[config.mk]
export PLATFORM = sky130hd
export DESIGN_NAME = pwm_range_sequencer_flat
export DESIGN_NICKNAME = d
export VERILOG_FILES = /design/src/rtl/pwm_range_sequencer_if.sv /design/src/rtl/pwm_range_sequencer.sv /design/src/flat_wrapper.sv
export SDC_FILE = /design/constraint.sdc
export NUM_CORES = 1
export LEC_CHECK = 0
export BUFFER_PORTS_ARGS = -buffer_cell sky130_fd_sc_hd__buf_2
export CORE_AREA = 2 2 124 126
export DETAILED_ROUTE_END_ITERATION = 8
export DIE_AREA = 0 0 126 128
export GPL_ROUTABILITY_DRIVEN = 0
export GPL_TIMING_DRIVEN = 0
export PLACE_DENSITY = 0.68
export SLEW_MARGIN = 20
export SYNTH_ARGS = -nofsm -noshare
export SYNTH_HDL_FRONTEND = slang
export SYNTH_SLANG_ARGS = --single-unit
[constraint.sdc]
create_clock -name clk -period 7.6 [get_ports clk]
set_input_delay 0.38 -clock clk [delete_from_list [all_inputs] [get_ports clk]]
set_output_delay 0.38 -clock clk [all_outputs]
set_load 0.02 [all_outputs]
[src/rtl/pwm_range_sequencer_if.sv]
// Request/response bundle between the register-side requesters, the PWM
// divider and the range sequencer.
interface pwm_range_sequencer_if;
    localparam int unsigned RANGE_W = 16;

    logic [1:0]         req_valid;
    logic [RANGE_W-1:0] req_range0;
    logic [RANGE_W-1:0] req_range1;
    logic [1:0]         req_ready;
    logic               div_edge;
    logic [RANGE_W-1:0] range_out;
    logic               busy;
    logic               grant_id;
    logic               done;

    modport master (
        output req_valid, req_range0, req_range1, div_edge,
        input  req_ready, range_out, busy, grant_id, done
    );

    modport slave (
        input  req_valid, req_range0, req_range1, div_edge,
        output req_ready, range_out, busy, grant_id, done
    );
endinterface

[src/rtl/pwm_range_sequencer.sv]
// Round-robin arbiter for two range-update requesters that ramps the PWM
// divider range toward the accepted target in bounded steps on divider edges.
module pwm_range_sequencer #(
    parameter logic [15:0] DEFAULT_RANGE  = 16'd1,
    parameter logic [15:0] STEP           = 16'd16,
    parameter logic [15:0] MAX_RANGE      = 16'hFFFF,
    parameter int unsigned SETTLE_EDGES   = 2,
    parameter logic [31:0] TIMEOUT_CYCLES = 32'd100000000
) (
    input  logic                  clk,
    input  logic                  rst,
    pwm_range_sequencer_if.slave  bus
);
    localparam int unsigned RANGE_W  = 16;
    localparam int unsigned TMO_W    = 32;
    localparam int unsigned SETTLE_W = (SETTLE_EDGES > 1) ? $clog2(SETTLE_EDGES + 1) : 1;

    localparam logic [1:0] S_IDLE   = 2'd0;
    localparam logic [1:0] S_RAMP   = 2'd1;
    localparam logic [1:0] S_SETTLE = 2'd2;

    logic [1:0]          state_q,  state_d;
    logic [RANGE_W-1:0]  range_q,  range_d;
    logic [RANGE_W-1:0]  target_q, target_d;
    logic                grant_q,  grant_d;
    logic                rr_ptr_q, rr_ptr_d;
    logic [TMO_W-1:0]    tmo_q,    tmo_d;
    logic [SETTLE_W-1:0] settle_q, settle_d;
    logic                done_q,   done_d;
    logic                busy_q,   busy_d;

    logic                sel_c;
    logic                accept_c;
    logic [1:0]          ready_c;
    logic [RANGE_W-1:0]  req_sel_c;
    logic [RANGE_W-1:0]  clamp_c;
    logic                up_c;
    logic [RANGE_W:0]    diff_c;
    logic [RANGE_W-1:0]  delta_c;
    logic [RANGE_W-1:0]  stepped_c;
    logic [TMO_W:0]      tmo_inc_c;
    logic                tmo_hit_c;
    logic [SETTLE_W-1:0] settle_inc_c;

    // Arbitration: a lone requester wins; on contention the pointer decides.
    always_comb begin
        sel_c = bus.req_valid[1];
        if (bus.req_valid == 2'b11) begin
            sel_c = rr_ptr_q;
        end
        accept_c = (state_q == S_IDLE) && (bus.req_valid != 2'b00);
        ready_c  = 2'b00;
        if (accept_c) begin
            ready_c = sel_c ? 2'b10 : 2'b01;
        end
    end

    // Requested value with zero promoted to one and the top clamped.
    always_comb begin
        req_sel_c = sel_c ? bus.req_range1 : bus.req_range0;
        clamp_c   = req_sel_c;
        if (req_sel_c == '0) begin
            clamp_c = RANGE_W'(1);
        end else if (req_sel_c > MAX_RANGE) begin
            clamp_c = MAX_RANGE;
        end
    end

    // One bounded step toward target; distance taken 17-bit so it cannot wrap.
    always_comb begin
        up_c = target_q > range_q;
        if (up_c) begin
            diff_c = {1'b0, target_q} - {1'b0, range_q};
        end else begin
            diff_c = {1'b0, range_q} - {1'b0, target_q};
        end
        delta_c = (diff_c > {1'b0, STEP}) ? STEP : diff_c[RANGE_W-1:0];
        stepped_c = up_c ? (range_q + delta_c) : (range_q - delta_c);
    end

    always_comb begin
        tmo_inc_c    = {1'b0, tmo_q} + (TMO_W+1)'(1);
        tmo_hit_c    = tmo_inc_c >= {1'b0, TIMEOUT_CYCLES};
        settle_inc_c = settle_q + SETTLE_W'(1);
    end

    // Next-state and registered-output logic.
    always_comb begin
        state_d  = state_q;
        range_d  = range_q;
        target_d = target_q;
        grant_d  = grant_q;
        rr_ptr_d = rr_ptr_q;
        tmo_d    = tmo_q;
        settle_d = settle_q;
        done_d   = 1'b0;

        case (state_q)
            S_IDLE: begin
                if (accept_c) begin
                    target_d = clamp_c;
                    grant_d  = sel_c;
                    rr_ptr_d = ~sel_c;
                    tmo_d    = '0;
                    settle_d = '0;
                    if (clamp_c == range_q) begin
                        done_d = 1'b1;
                    end else begin
                        state_d = S_RAMP;
                    end
                end
            end

            S_RAMP: begin
                if (bus.div_edge) begin
                    tmo_d   = '0;
                    range_d = stepped_c;
                    if (stepped_c == target_q) begin
                        if (SETTLE_EDGES == 0) begin
                            done_d  = 1'b1;
                            state_d = S_IDLE;
                        end else begin
                            settle_d = '0;
                            state_d  = S_SETTLE;
                        end
                    end
                end else if (tmo_hit_c) begin
                    // Divider stalled: jump straight to target and skip settling.
                    tmo_d   = '0;
                    range_d = target_q;
                    done_d  = 1'b1;
                    state_d = S_IDLE;
                end else begin
                    tmo_d = tmo_inc_c[TMO_W-1:0];
                end
            end

            S_SETTLE: begin
                if (bus.div_edge) begin
                    if (settle_inc_c == SETTLE_W'(SETTLE_EDGES)) begin
                        settle_d = '0;
                        done_d   = 1'b1;
                        state_d  = S_IDLE;
                    end else begin
                        settle_d = settle_inc_c;
                    end
                end
            end

            default: begin
                state_d = S_IDLE;
            end
        endcase

        busy_d = (state_d != S_IDLE);
    end

    always_ff @(posedge clk or posedge rst) begin
        if (rst) begin
            state_q  <= S_IDLE;
            range_q  <= DEFAULT_RANGE;
            target_q <= DEFAULT_RANGE;
            grant_q  <= 1'b0;
            rr_ptr_q <= 1'b0;
            tmo_q    <= '0;
            settle_q <= '0;
            done_q   <= 1'b0;
            busy_q   <= 1'b0;
        end else begin
            state_q  <= state_d;
            range_q  <= range_d;
            target_q <= target_d;
            grant_q  <= grant_d;
            rr_ptr_q <= rr_ptr_d;
            tmo_q    <= tmo_d;
            settle_q <= settle_d;
            done_q   <= done_d;
            busy_q   <= busy_d;
        end
    end

    assign bus.req_ready = ready_c;
    assign bus.range_out = range_q;
    assign bus.busy      = busy_q;
    assign bus.grant_id  = grant_q;
    assign bus.done      = done_q;

endmodule

[src/flat_wrapper.sv]
// flat-port wrapper written by rule: the top's interface ports become plain ports
module pwm_range_sequencer_flat 
#(
    parameter logic [15:0] DEFAULT_RANGE  = 16'd1,
    parameter logic [15:0] STEP           = 16'd16,
    parameter logic [15:0] MAX_RANGE      = 16'hFFFF,
    parameter int unsigned SETTLE_EDGES   = 2,
    parameter logic [31:0] TIMEOUT_CYCLES = 32'd100000000
)
  (clk, rst, bus_req_valid, bus_req_range0, bus_req_range1, bus_div_edge, bus_req_ready, bus_range_out, bus_busy, bus_grant_id, bus_done);
  pwm_range_sequencer_if bus_i ();
  input  logic clk;
  input  logic rst;
  input wire logic [$bits(bus_i.req_valid)-1:0] bus_req_valid;
  input wire logic [$bits(bus_i.req_range0)-1:0] bus_req_range0;
  input wire logic [$bits(bus_i.req_range1)-1:0] bus_req_range1;
  input wire logic [$bits(bus_i.div_edge)-1:0] bus_div_edge;
  output wire logic [$bits(bus_i.req_ready)-1:0] bus_req_ready;
  output wire logic [$bits(bus_i.range_out)-1:0] bus_range_out;
  output wire logic [$bits(bus_i.busy)-1:0] bus_busy;
  output wire logic [$bits(bus_i.grant_id)-1:0] bus_grant_id;
  output wire logic [$bits(bus_i.done)-1:0] bus_done;
  assign bus_i.req_valid = bus_req_valid;
  assign bus_i.req_range0 = bus_req_range0;
  assign bus_i.req_range1 = bus_req_range1;
  assign bus_i.div_edge = bus_div_edge;
  assign bus_req_ready = bus_i.req_ready;
  assign bus_range_out = bus_i.range_out;
  assign bus_busy = bus_i.busy;
  assign bus_grant_id = bus_i.grant_id;
  assign bus_done = bus_i.done;
  pwm_range_sequencer #(.DEFAULT_RANGE(DEFAULT_RANGE), .STEP(STEP), .MAX_RANGE(MAX_RANGE), .SETTLE_EDGES(SETTLE_EDGES), .TIMEOUT_CYCLES(TIMEOUT_CYCLES)) u_core (.clk(clk), .rst(rst), .bus(bus_i));
endmodule
## Word-level counts from Yosys, hierarchy flattened

Index checks and enable logic that the tools add are counted.

| word-level totals | value |
|---|---|
| word-level logic and storage cells | 78 |
| output and inout port bits | 21 |
| flip-flop bits (word level) | 72 |
| input bits | 37 |

| operators by class | value |
|---|---|
| bitwise gates (word level) | 1 |
| $lt $le $gt $ge | 4 |
| equal/unequal tests | 10 |
| mux-type cells | 36 |
| reduce and logical (&&, ||, !) cells | 12 |
| $add $sub $neg | 6 |

Operators with widths:

| cell | count |
|---|---|
| two-way mux 16 bit | 7 |
| two-way mux 32 bit | 3 |
| case mux 32 bit (2 select lines) | 1 |
| subtractor 16 x 16 -> 17 bit | 2 |
| adder 32 x 1 -> 33 bit (second input constant) | 1 |
| greater-or-equal comparator 33 x 27 -> 1 bit (second input constant) | 1 |
| == test 16 bit | 2 |
| two-way mux 2 bit | 14 |
| > comparator 17 x 5 -> 1 bit (second input constant) | 1 |
| two-way mux 17 bit | 1 |
| adder 16 bit | 1 |
| > comparator 16 bit | 1 |
| > comparator 16 bit (second input constant) | 1 |
| zero test 16 bit | 1 |
| subtractor 16 bit | 1 |
| case mux 2 bit (3 select lines) | 2 |
| nonzero test 2 bit | 4 |
| two-way mux 1 bit | 7 |
| == test 2 bit (second input constant) | 3 |
| AND reduction 2 bit | 3 |
| AND reduction 5 bit | 1 |
| inequality test 2 x 1 -> 1 bit (second input constant) | 2 |
| inequality test 2 bit (second input constant) | 2 |
| case mux 1 bit (3 select lines) | 1 |
| other kinds (6) | 6 |

## Depth between registers and ports, before layout

Gate-level depths: netlist (run 1).

| logic depth | value |
|---|---|
| depth after elaboration | 11 |
| mapped depth | 30 |
| depth with buffers taken out | 29 |

## Least setup slack after synthesis (run 1)

OpenSTA, ideal clock, no wires.

| path | value |
|---|---|
| path type | reg-to-reg |
| start | reg u_core.range_q[1], in the netlist u_core.bus.range_out[1] |
| end | reg u_core.settle_q[1] |
| cell stages (with the launch flop) | 28 |
| arrival time | 6.387 ns |
| data required time | 7.473 ns |
| setup slack | 1.087 ns |
| setup time | 0.127 ns |
| clock period less this slack | 6.513 ns |
| path through | dfrtp_1 -> inv_1 -> ha_1 -> nor2b_1 -> o2111a_1 -> o2111a_2 -> o31ai_2 -> mux2_2 -> a221oi_2 -> inv_1 -> a2111o_1 -> a211o_1 -> ha_1 -> nand2_1 -> o31a_1 -> inv_1 -> fa_1 -> xor2_1 -> nand2_1 -> a221oi_1 -> o311ai_0 -> a2111oi_0 -> o2111ai_1 -> or3_1 -> nor3_1 -> nand4b_1 -> o31ai_1 -> a21boi_1 |

| between the ends | value |
|---|---|
| cells in the longest elaborated chain, start to end | 9 |
| elaborated cells on any way between the ends | 12 |

Ends and longest elaborated chain:

| item | RTL line | text |
|---|---|---|
| from (decl) | pwm_range_sequencer.sv:23 | `logic [RANGE_W-1:0] range_q, range_d;` |
| from (signal assigned) | pwm_range_sequencer.sv:171 | `range_q <= range_d;` |
| subtractor 16 x 16 -> 17 bit (tied with other cells) | pwm_range_sequencer.sv:75 | `diff_c = {1'b0, range_q} - {1'b0, target_q};` |
| two-way mux 17 bit | pwm_range_sequencer.sv:72 | `if (up_c) begin` |
| > comparator 17 x 5 -> 1 bit | pwm_range_sequencer.sv:77 | `delta_c = (diff_c > {1'b0, STEP}) ? STEP : diff_c[RANGE_W-1:0];` |
| two-way mux 16 bit | pwm_range_sequencer.sv:77 |  |
| subtractor 16 bit or adder 16 bit (tied branches) | pwm_range_sequencer.sv:78 | `stepped_c = up_c ? (range_q + delta_c) : (range_q - delta_c);` |
| two-way mux 16 bit (*) | pwm_range_sequencer.sv:78 |  |
| == test 16 bit (*) | pwm_range_sequencer.sv:118 | `if (stepped_c == target_q) begin` |
| inequality test 2 x 1 -> 1 bit (no source line) (*) | n/a |  |
| AND reduction 5 bit (no source line) (*) | n/a |  |
| to (signal assigned) | pwm_range_sequencer.sv:176 | `settle_q <= settle_d;` |
| to (decl) | pwm_range_sequencer.sv:28 | `logic [SETTLE_W-1:0] settle_q, settle_d;` |

Mark *: on every way between the ends. The rest lies on a longest branch, timed or not.
A chain may end at the register's enable or synchronous reset.

## Worst setup path after layout (run 1)

Ends and elaborated chain as after synthesis.

==> results of run 1 <==
==> Yosys cell counts (4+ instances only) <==
cell and instances:
nand4_1 16, xor2_1 10, xnor2_1 46, and2_1 11, a21oi_1 76, nand2_1 65, mux2i_1 31, nor3_1 19
o21a_1 14, buf_2 9, dfrtp_1 70, a21o_1 16, o31a_1 4, nor2_1 92, a211oi_1 5, buf_1 4
or3_1 9, nor2b_1 17, o31ai_1 18, nand2b_1 14, nand3_1 29, mux2_2 6, o21bai_1 4, a22oi_1 4
clkbuf_1 34, and3_1 9, o2111ai_1 4, a31o_2 5, o21ai_0 67, inv_1 50, o211ai_1 11, ha_1 50
nor4_1 16, or2_2 5, a31oi_1 8
==> registers in the layout, summed over array words and instances (netlist names) <==
name and count:
u_core.tmo_q 32, u_core.target_q 16, u_core.state_q 2, u_core.settle_q 2
u_core.bus.busy 1, u_core.bus.done 1, u_core.rr_ptr_q 1, u_core.bus.grant_id 1
u_core.bus.range_out 16
==> per-stage QoR <==
stage / area, sq um / hold WS (ns) / std cells / utilization
after floorplan: 7300 / 0.461 / 930 / -
after CTS: 8190 / 0.0677 / 1191 / 0.551
final: 8210 / 0.0498 / 1191 / 0.552
after global routing: 8210 / 0.0984 / 1191 / 0.552
after global placement: 7820 / 0.488 / 1174 / 0.526
after detailed placement: 7840 / 0.430 / 1175 / 0.528
==> logic make-up (layout without fill, tap and decap cells) <==
family | count (synthesis) | in the layout | share of synthesized area
buffers and inverters | 101 | 174 | 0.0560
xor gates and xnor gates | 57 | 57 | 0.0702
DFF | 72 | 72 | 0.247
AOI/OAI and AO/OA | 285 | 285 | 0.256
and+or+nand+nor | 325 | 325 | 0.225
adders and majority gates | 53 | 53 | 0.0939
muxes | 37 | 37 | 0.0517
==> worst max-delay path: stages, from the launching register on <==
cell and delay (ns):
dfrtp_1 0.48, inv_2 0.14, ha_1 0.34, nor2b_1 0.17
o2111a_1 0.27, o2111a_2 0.29, o31ai_4 0.35, mux2_2 0.39
a221oi_2 0.31, inv_1 0.09, a2111o_1 0.47, a211o_1 0.31
ha_1 0.27, nand2_1 0.06, o31a_1 0.17, inv_1 0.06
fa_1 0.55, xor2_1 0.16, nand2_1 0.10, a221oi_1 0.20
o311ai_0 0.17, a2111oi_1 0.29, o2111ai_1 0.17, or3_1 0.44
nor3_1 0.21, nand4b_1 0.19, o31ai_1 0.29, a21boi_1 0.10
==> metal layers <==
layer	vias to the layer above	routed length (microns)
li1	3522	-
met1	3429	9280
met2	232	10300
met3	40	1090
met4	0	677
met5	-	0
==> how the worst max path moves through the flow <==
stage	slack, ns	cells past startpoint	end	start
after detailed placement	0.28	27	u_core.settle_q[1]$_DFFE_PP0P_	u_core.bus.range_out[1]$_DFFE_PP0P_
final	0.42	27	u_core.settle_q[1]$_DFFE_PP0P_	u_core.bus.range_out[1]$_DFFE_PP0P_
after CTS	0.28	27	u_core.settle_q[1]$_DFFE_PP0P_	u_core.bus.range_out[1]$_DFFE_PP0P_
after floorplan	1.09	27	u_core.settle_q[1]$_DFFE_PP0P_	u_core.bus.range_out[1]$_DFFE_PP0P_
after global routing	0.03	27	u_core.settle_q[0]$_DFFE_PP0P_	u_core.bus.range_out[1]$_DFFE_PP0P_
after global placement	0.32	27	u_core.settle_q[1]$_DFFE_PP0P_	u_core.bus.range_out[1]$_DFFE_PP0P_
==> final cells by class <==
type / instances / area (sq um) / share of cell area
Tap cell: 188 / 235 / 0.0286
Inverter: 51 / 194 / 0.0236
Sequential cell: 72 / 1800 / 0.220
Clock buffer: 11 / 243 / 0.0296
Clock inverter: 5 / 104 / 0.0126
Multi-Input combinational cell: 757 / 5110 / 0.622
Timing Repair Buffer: 57 / 300 / 0.0366
Buffer: 50 / 220 / 0.0268
==> run_results.csv, run 1 <==
group,metric,value,unit
outcome,outcome,"finished clean",
setup_path,worstPathRequired,7.83,ns
global_route,grt_pass1_vias,6737,
yosys,synth_edf_count,0,
setup_path,r2r.worst_path.cells,27,
yosys,yosys-top-cells-area,"dfrtp_1 (24%), ha_1 (8.6%), xnor2_1 (5.5%), a21oi_1 (5.2%), nor2_1 (4.7%)",
floorplan,die_x,126,microns
floorplan,rows,45,
setup_path,end_kind,"flop",
clock_tree,cts_sinks,72,
global_route,use_met3,0.0275,
floorplan,ioPinCount,58,
timing,rsz0062_at_grt,"false",
clock_tree,clk_pin_slew_worst_paths,0.06,ns
drt,drtIter0Drc,551,
layout,area_delta_synth_final,12.4,%
global_route,overflow,0,
timing,setup_viol,0,
yosys,yosysUniqueCellTypes,81,
yosys,synthesis.area,7300,sq um
global_route,grt_max_degree,42,
timing,tightest_slew,0.987,ns
yosys,synth_largest_area_cell,"dfrtp_1",
yosys,ys.flop_type,"dfrtp_1",
drt,post_drt_wl_per_cell,17.9,microns
setup_path,rrSetupSlack,0.42,ns
drt,drc,0,
yosys,yosysWarnings,0,
global_route,antenna_found_initial,0,
global_route,track_usage,0.268,
clock_tree,cts_buffer_depth,2,
drt,ant_nets,0,
yosys,netlist_instances,930,
placement,hpwlAfterDp,16600,microns
timing,period_minus_slack,7.18,ns
timing,final_hold_viol_count,0,
layout,antennaDiodeCount,0,
setup_path,regToRegEndpoint,"u_core.settle_q[1]$_DFFE_PP0P_",
worst_hold_path,min-delay-path-class,"primary input to asynchronous set/reset pin",
layout,layout-drive-gt1-share,0.121,
clock_tree,cts_resized,0,
setup_path,path_class,"flop to flop",
drt,vias,7223,
timing,worst_slack,0.421,ns
yosys,synth_top_area_share,0.240,
layout,fin_nets,1088,
timing,drv_slew,0,
setup_path,cp.arrival,7.41,ns
timing,skew,0.00967,ns
layout,fillers,1457,
yosys,syn_nets,1020,
clock_tree,hold_buffers,0,
clock_tree,clock_latency,0.34,ns
placement,portBuffers,56,
layout,final_cell_mix,"nor2_1 (92), a21oi_1 (75), dfrtp_1 (70)",
drt,dr.pass1.iters,6,
yosys,async_flop_share,1.00,
timing,setup-tns-final,0,ns
timing,finalCritPeriodShare,0.945,
drt,vias_per_cell,6.06,
placement,place_ws,0.281,ns
global_route,met1_usage,0.354,
setup_path,crit_fanout,6,
timing,fmax,139,MHz
clock_tree,ctsHtreeMaxLevel,3,
global_route,met2_usage,0.456,
global_route,grt_pass1_wl,34700,microns
clock_tree,clock-root-buffer,"clkbuf_16",
drt,wirelength,21400,microns
setup_path,worstSetupStartpointType,"flop",
floorplan,start_util,0.491,
yosys,avgSynthCellArea,7.85,sq um
yosys,yosysSeqAreaShare,0.247,
layout,final_common_cell,"nor2_1",
floorplan,coreArea,14900,sq um
run,drv_cap,0,
timing,slew_headroom,0.336,
setup_path,r2r-start,"u_core.bus.range_out[1]$_DFFE_PP0P_",
clock_tree,cts-buffers-inserted,9,
clock_tree,cts_tree,"done",
yosys,synth_seq_cells,72,
global_route,busiest_layer,"met2",
floorplan,die_height,128,microns
clock_tree,cts_setup_buffers,0,
floorplan,dieArea,16100,sq um
Power of run 1 is not shown: default switching activity piles up to over one toggle a cycle in this logic, so the estimate is an artifact.
==> run 2, diff against run 1 <==
--- a/config.mk
+++ b/config.mk
@@ -6,12 +6,12 @@
 export NUM_CORES = 1
 export LEC_CHECK = 0
 export BUFFER_PORTS_ARGS = -buffer_cell sky130_fd_sc_hd__buf_2
-export CORE_AREA = 2 2 124 126
+export CORE_AREA = 2 2 128 130
 export DETAILED_ROUTE_END_ITERATION = 8
-export DIE_AREA = 0 0 126 128
+export DIE_AREA = 0 0 130 132
 export GPL_ROUTABILITY_DRIVEN = 0
 export GPL_TIMING_DRIVEN = 0
-export PLACE_DENSITY = 0.68
+export PLACE_DENSITY = 0.71
 export SLEW_MARGIN = 20
 export SYNTH_ARGS = -nofsm -noshare
 export SYNTH_HDL_FRONTEND = slang
==> run 2 against run 1 <==
Compared with the run above: non-clock buffer count is 3 higher; highest routed layer unchanged; clock-buffer cell count increased by 1; sequential share of layout area about the same; critical path type unchanged.
==> run_results.csv, run 2 (synthesis results as in run 1) <==
group,metric,value,unit
floorplan,rows,46,
timing,period_minus_slack,7.30,ns
placement,placed_cells,1203,
clock_tree,cts_buffer_depth,2,
setup_path,cp-endpoint,"u_core.settle_q[1]$_DFFE_PP0P_",
drt,wl_met2,10200,microns
layout,final_common_cell,"nor2_1",
timing,setup_viol,0,
timing,slew_headroom,0.329,
timing,drv_slew,0,
drt,drc,0,
setup_path,worstSetupStartpointType,"flop",
floorplan,dieArea,17200,sq um
setup_path,r2r.worst_path.cells,28,
clock_tree,cts_tree,"done",
timing,rsz0062_at_grt,"false",
layout,area_delta_synth_final,12.5,%
floorplan,ioPinCount,58,
timing,setup-tns-final,0,ns
floorplan,start_util,0.465,
clock_tree,cts-buffers-inserted,9,
global_route,grt_max_degree,57,
clock_tree,ctsHtreeMaxLevel,3,
timing,final_hold_viol_count,0,
setup_path,cpMostUsedCell,"nand2_1",
timing,fmax,137,MHz
drt,vias,7295,
global_route,grt_pass1_wl,34200,microns
layout,top_register,"u_core.tmo_q",
layout,utilization,0.523,
setup_path,rrSetupSlack,0.30,ns
layout,antennaDiodeCount,0,
drt,dr.pass1.iters,5,
worst_hold_path,hold_depth,3,
worst_hold_path,hp-start,"bus_req_range0[3]",
layout,fillers,1534,
setup_path,end_kind,"flop",
timing,skew,0.0104,ns
global_route,overflow,0,
drt,drtIter0Drc,534,
clock_tree,clock-root-buffer,"clkbuf_16",
layout,multiInputGateArea,5100,sq um
floorplan,coreArea,15700,sq um
setup_path,crit_fanout,10,
layout,final_cell_mix,"nor2_1 (92), a21oi_1 (76), dfrtp_1 (69)",
clock_tree,cts_sinks,72,
drt,met3_length,1440,microns
setup_path,cpPeakStageDelay,0.78,ns
layout,largest_reg_flops,32,
clock_tree,clk_pin_slew_worst_paths,0.06,ns
drt,wirelength,21400,microns
timing,finalCritPeriodShare,0.960,
drt,wirelength_met1,9270,microns
setup_path,worstPathRequired,7.82,ns
setup_path,crit_start,"u_core.bus.range_out[7]$_DFFE_PP0P_",
drt,highest_layer,"met4",
layout,layout-drive-gt1-share,0.119,
setup_path,path_class,"flop to flop",
placement,portBuffers,56,
drt,post_drt_wl_per_cell,17.5,microns
setup_path,cp_slowest_cell,"a2111oi_0",
setup_path,r2r-start,"u_core.bus.range_out[7]$_DFFE_PP0P_",
floorplan,die_x,130,microns
worst_hold_path,min-delay-path-class,"primary input to flop",
clock_tree,clock_latency,0.34,ns
layout,regArea,1810,sq um
placement,hpwlAfterDp,16600,microns
layout,final_cells,1221,
drt,ant_nets,0,
setup_path,cp.arrival,7.52,ns
global_route,antenna_found_initial,0,
timing,tightest_slew,0.981,ns
outcome,outcome,"finished clean",
timing,fin_hold_ws,0.432,ns
global_route,track_usage,0.251,
global_route,grt_pass1_vias,6718,
run,drv_cap,0,
layout,fin_nets,1091,
setup_path,regToRegEndpoint,"u_core.settle_q[1]$_DFFE_PP0P_",
floorplan,die_height,132,microns
drt,vias_per_cell,5.97,
-- run 2: layout make-up --
| type | count | area share |
|---|---|---|
| Tap cell | 216 | 0.0329 |
| Clock buffer | 12 | 0.0300 |
| Multi-Input combinational cell | 757 | 0.621 |
| Timing Repair Buffer | 60 | 0.0405 |
| Sequential cell | 72 | 0.220 |
| Clock inverter | 3 | 0.00518 |
| Buffer | 50 | 0.0266 |
| Inverter | 51 | 0.0241 |
-- run 2: how the worst min path moves through the flow --
stage | end | slack [ns]
floorplan | u_core.rr_ptr_q$_DFFE_PP0P_ | 0.46
finish | u_core.target_q[3]$_DFFE_PP0P_ | 0.43
global placement | u_core.rr_ptr_q$_DFFE_PP0P_ | 0.48
CTS | u_core.target_q[3]$_DFFE_PP0P_ | 0.43
global route | u_core.target_q[3]$_DFFE_PP0P_ | 0.43
detailed placement | u_core.tmo_q[1]$_DFFE_PP0P_ | 0.34
-- run 2: worst max-delay path, delay by kind of cell (launching register included) --
| family | cells | cell delay, ns |
|---|---|---|
| AOI/OAI and AO/OA | 13 | 3.51 |
| and+or+nand+nor | 7 | 1.35 |
| adders and majority gates | 3 | 1.13 |
| DFF | 1 | 0.44 |
| buffers and inverters | 3 | 0.39 |
| xor gates and xnor gates | 2 | 0.34 |
-- run 2: per-stage QoR --
| stage | setup WS, ns | cell area [sq um] |
|---|---|---|
| 2_1_floorplan | 1.09 | 7300 |
| 3_3_place_gp | 0.397 | 7850 |
| 3_5_place_dp | 0.355 | 7880 |
| 4_1_cts | 0.320 | 8180 |
| 5_1_grt | 0.00466 | 8220 |
| 6_report | 0.305 | 8220 |
-- run 2: timing repair --
item / in CTS / in global routing
hold buffers: 1 / 0
setup buffers: 0 / 2
endpoints found under the setup margin: 0 / 4
resized for setup: 0 / 6
hold endpoints to repair: 16 / 0
-- run 2: metal layers --
| layer | GRT usage | up-vias |
|---|---|---|
| met2 | 0.415 | 260 |
| met3 | 0.0321 | 36 |
| met1 | 0.340 | 3462 |
| met5 | 0 | - |
| met4 | 0.0747 | 0 |
| li1 | - | 3537 |
Power of run 2 is left out for the same reason.
==> run 3, diff against run 2 <==
--- a/config.mk
+++ b/config.mk
@@ -6,12 +6,16 @@
 export NUM_CORES = 1
 export LEC_CHECK = 0
 export BUFFER_PORTS_ARGS = -buffer_cell sky130_fd_sc_hd__buf_2
-export CORE_AREA = 2 2 128 130
+export CELL_PAD_IN_SITES_DETAIL_PLACEMENT = 0
+export CELL_PAD_IN_SITES_GLOBAL_PLACEMENT = 1
+export CORE_AREA = 2 2 130 132
+export CTS_BUF_LIST = sky130_fd_sc_hd__clkbuf_16
 export DETAILED_ROUTE_END_ITERATION = 8
-export DIE_AREA = 0 0 130 132
+export DIE_AREA = 0 0 132 134
 export GPL_ROUTABILITY_DRIVEN = 0
 export GPL_TIMING_DRIVEN = 0
-export PLACE_DENSITY = 0.71
+export HOLD_SLACK_MARGIN = 0.03
+export PLACE_DENSITY = 0.87
 export SLEW_MARGIN = 20
 export SYNTH_ARGS = -nofsm -noshare
 export SYNTH_HDL_FRONTEND = slang
==> run 3 against run 2 <==
Compared with the run above: die area up 3.1%; sequential share of layout area fell by 0.10 points; flip-flop and latch count stayed put; fmax grew 1.5%; critical endpoint is now u_core.state_q[0]$_DFF_PP0_; cell count is 0.33% higher; wire length grew 3.3%; core utilization is 1.5 points lower; register-to-register slack better by 0.11 ns; worst hold slack lost 0.40 ns; global-route usage up 0.24 points; critical path depth unchanged.
==> run_results.csv, run 3 (synthesis results as in run 1) <==
group,metric,value,unit
clock_tree,cts_sinks,72,
floorplan,start_util,0.448,
timing,drv_slew,0,
setup_path,cp.arrival,7.41,ns
floorplan,ioPinCount,58,
setup_path,path_class,"flop to flop",
layout,final_common_cell,"nor2_1",
clock_tree,clock_latency,0.34,ns
timing,period_minus_slack,7.19,ns
clock_tree,cts_tree,"done",
clock_tree,cts_buffer_depth,2,
timing,fmax,139,MHz
floorplan,rows,47,
layout,final_cell_mix,"nor2_1 (92), a21oi_1 (74), o21ai_0 (67)",
setup_path,worstPathRequired,7.82,ns
drt,drc,0,
floorplan,dieArea,17700,sq um
clock_tree,clk_pin_slew_worst_paths,0.06,ns
placement,placed_cells,1207,
floorplan,die_x,132,microns
layout,final_cell_area,8270,sq um
placement,portBuffers,56,
layout,layout-drive-gt1-share,0.133,
floorplan,die_height,134,microns
global_route,grt_pass1_wl,35900,microns
timing,slew_headroom,0.416,
drt,ant_nets,0,
timing,final_hold_viol_count,0,
timing,finalCritPeriodShare,0.946,
placement,hpwlAfterDp,17100,microns
setup_path,cpPeakStageDelay,0.45,ns
drt,wirelength,22100,microns
setup_path,cp-endpoint,"u_core.state_q[0]$_DFF_PP0_",
global_route,overflow,0,
timing,setup_viol,0,
setup_path,crit_fanout,10,
drt,dr.pass1.iters,7,
run,drv_cap,0,
outcome,outcome,"finished clean",
clock_tree,hold_buffers,0,
layout,top_register,"u_core.tmo_q",
drt,vias_per_cell,5.95,
clock_tree,cts-buffers-inserted,9,
setup_path,r2r-start,"u_core.bus.range_out[9]$_DFFE_PP0P_",
setup_path,rrSetupSlack,0.41,ns
clock_tree,clock-root-buffer,"clkbuf_16",
setup_path,end_kind,"flop",
setup_path,crit_start,"u_core.bus.range_out[9]$_DFFE_PP0P_",
drt,drtIter0Drc,528,
setup_path,r2r.worst_path.cells,28,
layout,largest_reg_flops,32,
worst_hold_path,min-delay-path-class,"primary input to asynchronous set/reset pin",
placement,postPlaceCellArea,7890,sq um
setup_path,regToRegEndpoint,"u_core.state_q[0]$_DFF_PP0_",
timing,setup-tns-final,0,ns
setup_path,cpMostUsedCell,"ha_1",
clock_tree,ctsHtreeMaxLevel,3,
global_route,grt_pass1_vias,6887,
setup_path,cp_slowest_cell,"a2111o_1",
drt,post_drt_wl_per_cell,18.1,microns
global_route,grt_max_degree,49,
layout,fin_nets,1090,
global_route,track_usage,0.253,
layout,area_delta_synth_final,13.3,%
global_route,antenna_found_initial,0,
setup_path,worstSetupStartpointType,"flop",
timing,tightest_slew,0.875,ns
layout,antennaDiodeCount,0,
layout,final_cells,1225,
drt,vias,7294,
floorplan,coreArea,16300,sq um
timing,skew,0.0116,ns
[run 3: layer usage]
metal	routed length, microns	global-route usage	up-vias	part of all wire
li1	-	-	3530	-
met1	9680	0.331	3457	0.44
met2	10600	0.429	280	0.48
met3	1430	0.0367	27	0.065
met4	431	0.0851	0	0.019
met5	0	0	-	0
[run 3: worst min-delay path by stage]
| stage | start | cells past startpoint | slack, ns | end |
|---|---|---|---|---|
| 2_1_floorplan | u_core.rr_ptr_q$_DFFE_PP0P_ | 2 | 0.46 | u_core.rr_ptr_q$_DFFE_PP0P_ |
| 3_3_place_gp | u_core.rr_ptr_q$_DFFE_PP0P_ | 2 | 0.48 | u_core.rr_ptr_q$_DFFE_PP0P_ |
| 3_5_place_dp | rst | 2 | 0.40 | u_core.target_q[2]$_DFFE_PP0P_ |
| 4_1_cts | rst | 2 | 0.04 | u_core.tmo_q[5]$_DFFE_PP0P_ |
| 5_1_grt | rst | 2 | 0.06 | u_core.tmo_q[5]$_DFFE_PP0P_ |
| 6_report | rst | 2 | 0.03 | u_core.tmo_q[5]$_DFFE_PP0P_ |
[run 3: area by class of cell]
| class | count | area (sq um) |
|---|---|---|
| sequential | 72 | 1810 |
| buffer | 50 | 220 |
| fill | 1603 | 8020 |
| timing repair buffer | 59 | 323 |
| multi-input combinational | 757 | 5160 |
| clock inverter | 7 | 70.1 |
| clock buffer | 9 | 225 |
| inverter | 51 | 194 |
| tap | 220 | 275 |
[run 3: stage by stage]
| step | utilization | hold WS [ns] | setup slack, ns |
|---|---|---|---|
| 2_1_floorplan | - | 0.461 | 1.09 |
| 3_3_place_gp | 0.482 | 0.479 | 0.323 |
| 3_5_place_dp | 0.484 | 0.400 | 0.274 |
| 4_1_cts | 0.502 | 0.0371 | 0.233 |
| 5_1_grt | 0.508 | 0.0576 | -0.00581 |
| 6_report | 0.508 | 0.0304 | 0.411 |
[run 3: what timing repair did]
item | CTS | global route
setup endpoints to repair | 0 | 4
setup buffers | 0 | 2
gates resized for setup | 0 | 22
[run 3: critical path, delay by kind of cell (launching register included)]
kind | cells | cell delay (ns)
buffers and inverters | 5 | 0.75
adder cells (fa/ha/maj) | 3 | 0.90
AND/OR/NAND/NOR | 8 | 1.85
AO/OA/AOI/OAI | 11 | 2.70
flip-flops | 1 | 0.44
XOR/XNOR | 1 | 0.44
Power of run 3 is left out for the same reason.
